===== src/rtl/wallace_mul_arbiter.sv =====
// Round-robin front end for one shared fixed-latency 32x32 multiplier.
// Tags ride alongside the multiplier pipe. Results land in a FIFO sized to the credit limit,
// so the non-stallable multiplier can never overrun it.
module wallace_mul_arbiter #(
   parameter int unsigned NREQ   = 4,
   parameter int unsigned LAT    = 4,
   parameter int unsigned FDEPTH = LAT + 2,
   parameter int unsigned IDW    = $clog2(NREQ)
) (
   input  logic                 clk,
   input  logic                 rst,
   input  logic [NREQ-1:0]      req_valid,
   input  logic [32*NREQ-1:0]   req_a,
   input  logic [32*NREQ-1:0]   req_b,
   output logic [NREQ-1:0]      req_ready,
   output logic [31:0]          mul_a,
   output logic [31:0]          mul_b,
   output logic                 mul_in_valid,
   input  logic [63:0]          mul_p,
   output logic                 rsp_valid,
   input  logic                 rsp_ready,
   output logic [63:0]          rsp_p,
   output logic [IDW-1:0]       rsp_id,
   output logic                 busy
);

   localparam int unsigned CW = $clog2(FDEPTH + 1);
   localparam int unsigned PW = (FDEPTH > 1) ? $clog2(FDEPTH) : 1;
   localparam logic [CW-1:0] FDepthC = CW'(FDEPTH);

   logic [IDW-1:0] ptr_q, ptr_d;
   logic [IDW-1:0] gnt_id;
   logic           gnt_found;
   logic           credit_ok;
   logic           xfer;

   logic [31:0]    mul_a_q, mul_b_q;
   logic           mul_vld_q;
   logic [IDW-1:0] mul_id_q;

   logic [LAT-1:0] tag_vld_q;
   logic [IDW-1:0] tag_id_q [LAT];

   logic [CW-1:0]  out_q, out_d;
   logic           busy_q;

   logic [63:0]    fifo_p_q  [FDEPTH];
   logic [IDW-1:0] fifo_id_q [FDEPTH];
   logic [PW-1:0]  wr_ptr_q, rd_ptr_q;
   logic [CW-1:0]  cnt_q;
   logic           push, pop;

   function automatic logic [PW-1:0] ptr_inc(input logic [PW-1:0] p);
      return (32'(p) == FDEPTH - 1) ? '0 : p + PW'(1);
   endfunction

   // Credit uses the registered count, so a pop frees a slot only on the next cycle.
   assign credit_ok = (out_q < FDepthC);

   // Round-robin scan from ptr_q; first valid requester wins when credit is available.
   always_comb begin
      int unsigned idx;
      idx       = 0;
      gnt_found = 1'b0;
      gnt_id    = '0;
      for (int unsigned i = 0; i < NREQ; i++) begin
         idx = (32'(ptr_q) + i) % NREQ;
         if (!gnt_found && req_valid[idx]) begin
            gnt_found = 1'b1;
            gnt_id    = IDW'(idx);
         end
      end
      req_ready = '0;
      if (credit_ok && gnt_found) begin
         req_ready[gnt_id] = 1'b1;
      end
   end

   assign xfer  = credit_ok && gnt_found;
   assign ptr_d = !xfer ? ptr_q :
                  (32'(gnt_id) == NREQ - 1) ? '0 : gnt_id + IDW'(1);

   // Issue register: capture the granted operands and its ID; hold operands when idle.
   always_ff @(posedge clk) begin
      if (rst) begin
         mul_a_q   <= '0;
         mul_b_q   <= '0;
         mul_vld_q <= 1'b0;
         mul_id_q  <= '0;
         ptr_q     <= '0;
      end else begin
         mul_vld_q <= xfer;
         ptr_q     <= ptr_d;
         if (xfer) begin
            mul_a_q  <= req_a[32*gnt_id +: 32];
            mul_b_q  <= req_b[32*gnt_id +: 32];
            mul_id_q <= gnt_id;
         end
      end
   end

   assign mul_a        = mul_a_q;
   assign mul_b        = mul_b_q;
   assign mul_in_valid = mul_vld_q;

   // Tag pipe follows the issue strobe; the last stage lines up with mul_p.
   always_ff @(posedge clk) begin
      if (rst) begin
         tag_vld_q <= '0;
         for (int unsigned i = 0; i < LAT; i++) begin
            tag_id_q[i] <= '0;
         end
      end else begin
         tag_vld_q[0] <= mul_vld_q;
         tag_id_q[0]  <= mul_id_q;
         for (int unsigned i = 1; i < LAT; i++) begin
            tag_vld_q[i] <= tag_vld_q[i-1];
            tag_id_q[i]  <= tag_id_q[i-1];
         end
      end
   end

   assign push = tag_vld_q[LAT-1];
   assign pop  = (cnt_q != '0) && rsp_ready;

   // FIFO pointers and occupancy.
   always_ff @(posedge clk) begin
      if (rst) begin
         wr_ptr_q <= '0;
         rd_ptr_q <= '0;
         cnt_q    <= '0;
      end else begin
         if (push) wr_ptr_q <= ptr_inc(wr_ptr_q);
         if (pop)  rd_ptr_q <= ptr_inc(rd_ptr_q);
         if (push && !pop)      cnt_q <= cnt_q + CW'(1);
         else if (!push && pop) cnt_q <= cnt_q - CW'(1);
      end
   end

   // FIFO storage; contents are don't-care while unoccupied, so no reset.
   always_ff @(posedge clk) begin
      if (push) begin
         fifo_p_q[wr_ptr_q]  <= mul_p;
         fifo_id_q[wr_ptr_q] <= tag_id_q[LAT-1];
      end
   end

   assign rsp_valid = (cnt_q != '0);
   assign rsp_p     = rsp_valid ? fifo_p_q[rd_ptr_q]  : '0;
   assign rsp_id    = rsp_valid ? fifo_id_q[rd_ptr_q] : '0;

   // Outstanding ops: +1 per transfer, -1 per pop.
   always_comb begin
      out_d = out_q;
      if (xfer && !pop)      out_d = out_q + CW'(1);
      else if (!xfer && pop) out_d = out_q - CW'(1);
   end

   // Outstanding counter and its registered nonzero flag.
   always_ff @(posedge clk) begin
      if (rst) begin
         out_q  <= '0;
         busy_q <= 1'b0;
      end else begin
         out_q  <= out_d;
         busy_q <= (out_d != '0);
      end
   end

   assign busy = busy_q;

   // Credit accounting guarantees a free slot for every multiplier result.
   assert property (@(posedge clk) disable iff (rst) !(push && (cnt_q == FDepthC)));

endmodule


===== config.mk =====
export PLATFORM = sky130hd
export DESIGN_NAME = wallace_mul_arbiter
export DESIGN_NICKNAME = d
export VERILOG_FILES = /design/src/rtl/wallace_mul_arbiter.sv
export SDC_FILE = /design/constraint.sdc
export NUM_CORES = 1
export LEC_CHECK = 0
export CORE_MARGIN = 10
export CORE_UTILIZATION = 54
export CTS_CLUSTER_SIZE = 16
export DETAILED_ROUTE_END_ITERATION = 16
export HOLD_SLACK_MARGIN = 0.12
export PLACE_DENSITY_LB_ADDON = 0.15
export SKIP_LAST_GASP = 1
export SYNTH_ARGS = -nofsm -noshare
export SYNTH_HDL_FRONTEND = slang
export SYNTH_SLANG_ARGS = --single-unit

===== constraint.sdc =====
create_clock -name clk -period 19 [get_ports clk]
set_clock_uncertainty 0.1 [all_clocks]
set_input_delay 2.85 -clock clk [delete_from_list [all_inputs] [get_ports clk]]
set_output_delay 2.85 -clock clk [all_outputs]
set_load 0.1 [all_outputs]

==> run summary <==
### Cells and area
* Fillers: 2369
* multi-input logic area: 5710 um^2
* Storage cell area: 13800 um^2
* Post-Route Utilization: 72.6%
* number of nets in the layout: 1986
* area growth from synthesis to layout: 33.2%
* area of all placed cells without fillers: 26500 um^2
* fraction of final layout cells sized beyond drive strength 1: 10.1%

### Detailed routing
* Initial DRC Count: 927
* TritonRoute pass-1 iters: 5
* WL/cell: 26.1 um
* number of routed nets with antenna violations: 0
* via count: 12501
* Post-Route WL: 56600 um
* drt via density: 5.77
* total DRC errors in the routed layout: 0

### Synthesis
* xor/xnor share of the synthesized area: 0.289%
* area share of the largest cell type after synthesis: 59.8%
* unique cell type count in the Yosys netlist: 43
* most numerous cell in the Yosys netlist: sky130_fd_sc_hd__edfxtp_1
* Synthesis Warnings: 0
* share of flip-flops with an asynchronous set or reset after synthesis: 0%
* most frequent cells after synthesis: 396 x sky130_fd_sc_hd__edfxtp_1, 195 x sky130_fd_sc_hd__mux2i_1, 97 x sky130_fd_sc_hd__dfxtp_1, 78 x sky130_fd_sc_hd__nand2_1, 78 x sky130_fd_sc_hd__nor2_1
* area share of fa/ha/maj cells after synthesis: 0.541%
* leading post-synthesis cells by cell area: sky130_fd_sc_hd__edfxtp_1 60%, sky130_fd_sc_hd__mux2i_1 9.8%, sky130_fd_sc_hd__dfxtp_1 9.8%, sky130_fd_sc_hd__mux4_2 7.5%, sky130_fd_sc_hd__o221ai_1 2.9%
* share of synthesized area spent on multiplexers: 17.3%
* synthesized area divided by synthesized cell count: 16.5 um^2
* combined area of all synthesized cells: 19900 um^2
* share of synthesized area occupied by flip-flops and latches: 69.5%
* main flop type after synthesis: sky130_fd_sc_hd__edfxtp_1
* Post-Syn Nets: 1542
* flip-flop and latch count after synthesis: 493
* Mapped Cells: 1207
* combinational family with the most area after synthesis: multiplexers
* synthesized-area fraction occupied by and/or/nand/nor cells: 4.20%
* leading area contributor after synthesis: sky130_fd_sc_hd__edfxtp_1
* number of flops mapped to enable cells by yosys: 396
* compound-gate portion of the synthesized area: 6.03%

### Floorplanning
* standard-cell row count: 70
* overall die width: 212 um
* core box area: 36500 um^2
* number of top-level pins: 464
* Die Outline Area: 44900 um^2
* initial core utilization: 54.5%
* chip height: 212 um

### Worst setup path
* number of cells on the worst reg-to-reg path: 11
* Req. time, crit path: 16.05 ns
* classification of the worst setup path: input port to primary output
* Reg2Reg Launch Point: cnt_q[0]$_SDFFE_PP0P_
* delay of the slowest cell on the worst path: 1.15 ns
* slack of the worst reg-to-reg path: 15.75 ns
* Critical Path, Cell by Cell: clkdlybuf4s50_1 > nor2b_1 > a21boi_0 > o32a_2 > buf_12 > ha_1 > and3_1 > clkdlybuf4s50_1
* critical path startpoint category: input port
* Crit Path Max Fanout: 132
* Critical Path End Type: primary output
* slowest cell on the critical path: sky130_fd_sc_hd__clkdlybuf4s50_1
* CP dominant cell by count: sky130_fd_sc_hd__clkdlybuf4s50_1
* end of the worst register-to-register path: cnt_q[2]$_SDFFE_PP0P_
* data arrival time of the worst path: 6.10 ns

### Pwr
* Static Leak: 8.83 nW
* maximum vdd ir drop: 0.120 mV
* pwr dens: 150 nW/um^2

### Job
* total of max-cap violations: 0

### Global route
* global-route wire length before repair: 82800 um
* maximum number of pins on one net before global-route repair: 133
* initial antenna violation count: 10
* number of global-route vias before repair: 12946
* combined global-route utilization of all metal layers: 24.6%
* Remaining Overflow, GRT: 0

### Placed design
* number of buffers added on ports: 463
* routability-driven placement congestion ratio: 0.847
* HPWL Detailed: 38000 um
* placed cell area: 24900 um^2

### STA
* final clock period utilization by the worst path: 47.6%
* Max Fclk: 110 MHz
* RSZ-0062 raised after global routing: false
* tightest slew margin relative to the limit: 21.9%
* final worst path period need: 9.05 ns
* fin. max-slew vios: 0
* final hold violation count: 0
* final number of setup-violating endpoints: 0
* Worst Tran Pin Value: 1.17 ns
* setup tns final: 0 ns

### Clock network
* number of resized instances in the post-cts repair step: 0
* maximum count of clock buffers along a single path: 3
* clock slew seen by the registers of the worst setup and hold paths: 0.06 ns
* sink count of the clock tree: 493
* setup repair bufs after CTS: 0
* root cell of the clock tree: sky130_fd_sc_hd__clkbuf_16
* clock insertion delay at the later pin of the skew report: 0.55 ns
* number of buffers added to fix hold violations after cts: 0
* total CTS buffers: 48
* H-tree depth reported by CTS: 2
* clock tree from TritonCTS: yes

### Worst hold path
* Hold WC Path Type: flop to flop
* number of cells traversed by the worst hold path: 1
* terminating pin of the worst hold path: tag_vld_q[2]$_SDFF_PP0_
* hold path startpoint: tag_vld_q[1]$_SDFF_PP0_

### Run status
* run status: finished, final reports clean

[how the worst max path moves through the flow]
stage                            start      endpoint
final                     req_valid[2]  req_ready[3]
after global routing      req_valid[2]  req_ready[3]
after CTS                 req_valid[2]  req_ready[2]
after detailed placement  req_valid[2]  req_ready[3]
after global placement    req_valid[2]  req_ready[3]
after floorplan           req_valid[2]  req_ready[0]
[final cells by class]
cell class	count	area share, %
inverter	10	0.142
clock buffer	64	4.88
sequential	493	52.2
multi-input combinational	621	21.5
timing repair buffer	477	17.9
tap	468	2.21
antenna	10	0.0944
clock inverter	25	1.03
[worst max-delay path, delay by kind of cell]
kind            cells  cell delay, ns
compound gates      2            0.42
fa+ha+maj           1            0.27
buf+inv             3            2.19
simple gates        2            0.30
[power by group]
part | total (W) | switching [W] | internal, W
logic | 0.00176 | 0.00129 | 0.000472
registers | 0.00127 | 0.0000566 | 0.00121
clock network | 0.000949 | 0.000388 | 0.000560
[flip-flops by register name, summed over array words and instances, names as in the netlist, named ones only]
register,cells
mul_a,32
rd_ptr_q,3
tag_vld_q,4
out_q,3
mul_in_valid,1
fifo_p_q,384
ptr_q,2
wr_ptr_q,3
cnt_q,3
mul_b,32
tag_id_q,8
mul_id_q,2
busy,1
fifo_id_q,12
[cells by family after synthesis]
logic type	count (synthesis)
buf+inv	93
compound gates	153
flops	493
xor+xnor	5
fa+ha+maj	8
mux	262
simple gates	193
[metrics by stage]
stage               cells  worst slack, ns  hold WS, ns  total power [W]
floorplan            1207            11.24        0.314          0.00259
global placement     2069            10.01        0.318          0.00305
detailed placement   2069             9.90        0.323          0.00306
CTS                  2158             9.90        0.336          0.00401
global route         2165             9.77        0.340          0.00410
finish               2168             9.95        0.333          0.00397
[metal layers]
layer,vias to the layer above,global-route usage [%],share of wire [%]
li1,5674,-,-
met1,6235,28.5,36
met2,488,42.0,52
met3,98,7.80,8.3
met4,6,9.37,3.4
met5,-,0,0.081
[cells in the final DEF (no fill, tap or decap), drive strengths merged, types with 18 or more instances in the layout]
master	Yosys	routed
clkbuf	29	64
nand2	78	78
nor2	79	79
mux2i	195	195
o221ai	65	65
clkdlybuf4s50	0	460
edfxtp	396	396
dfxtp	97	97
a211oi	67	67
mux4	66	66
clkinv	1	18
Power figures use the tool's default switching activity.
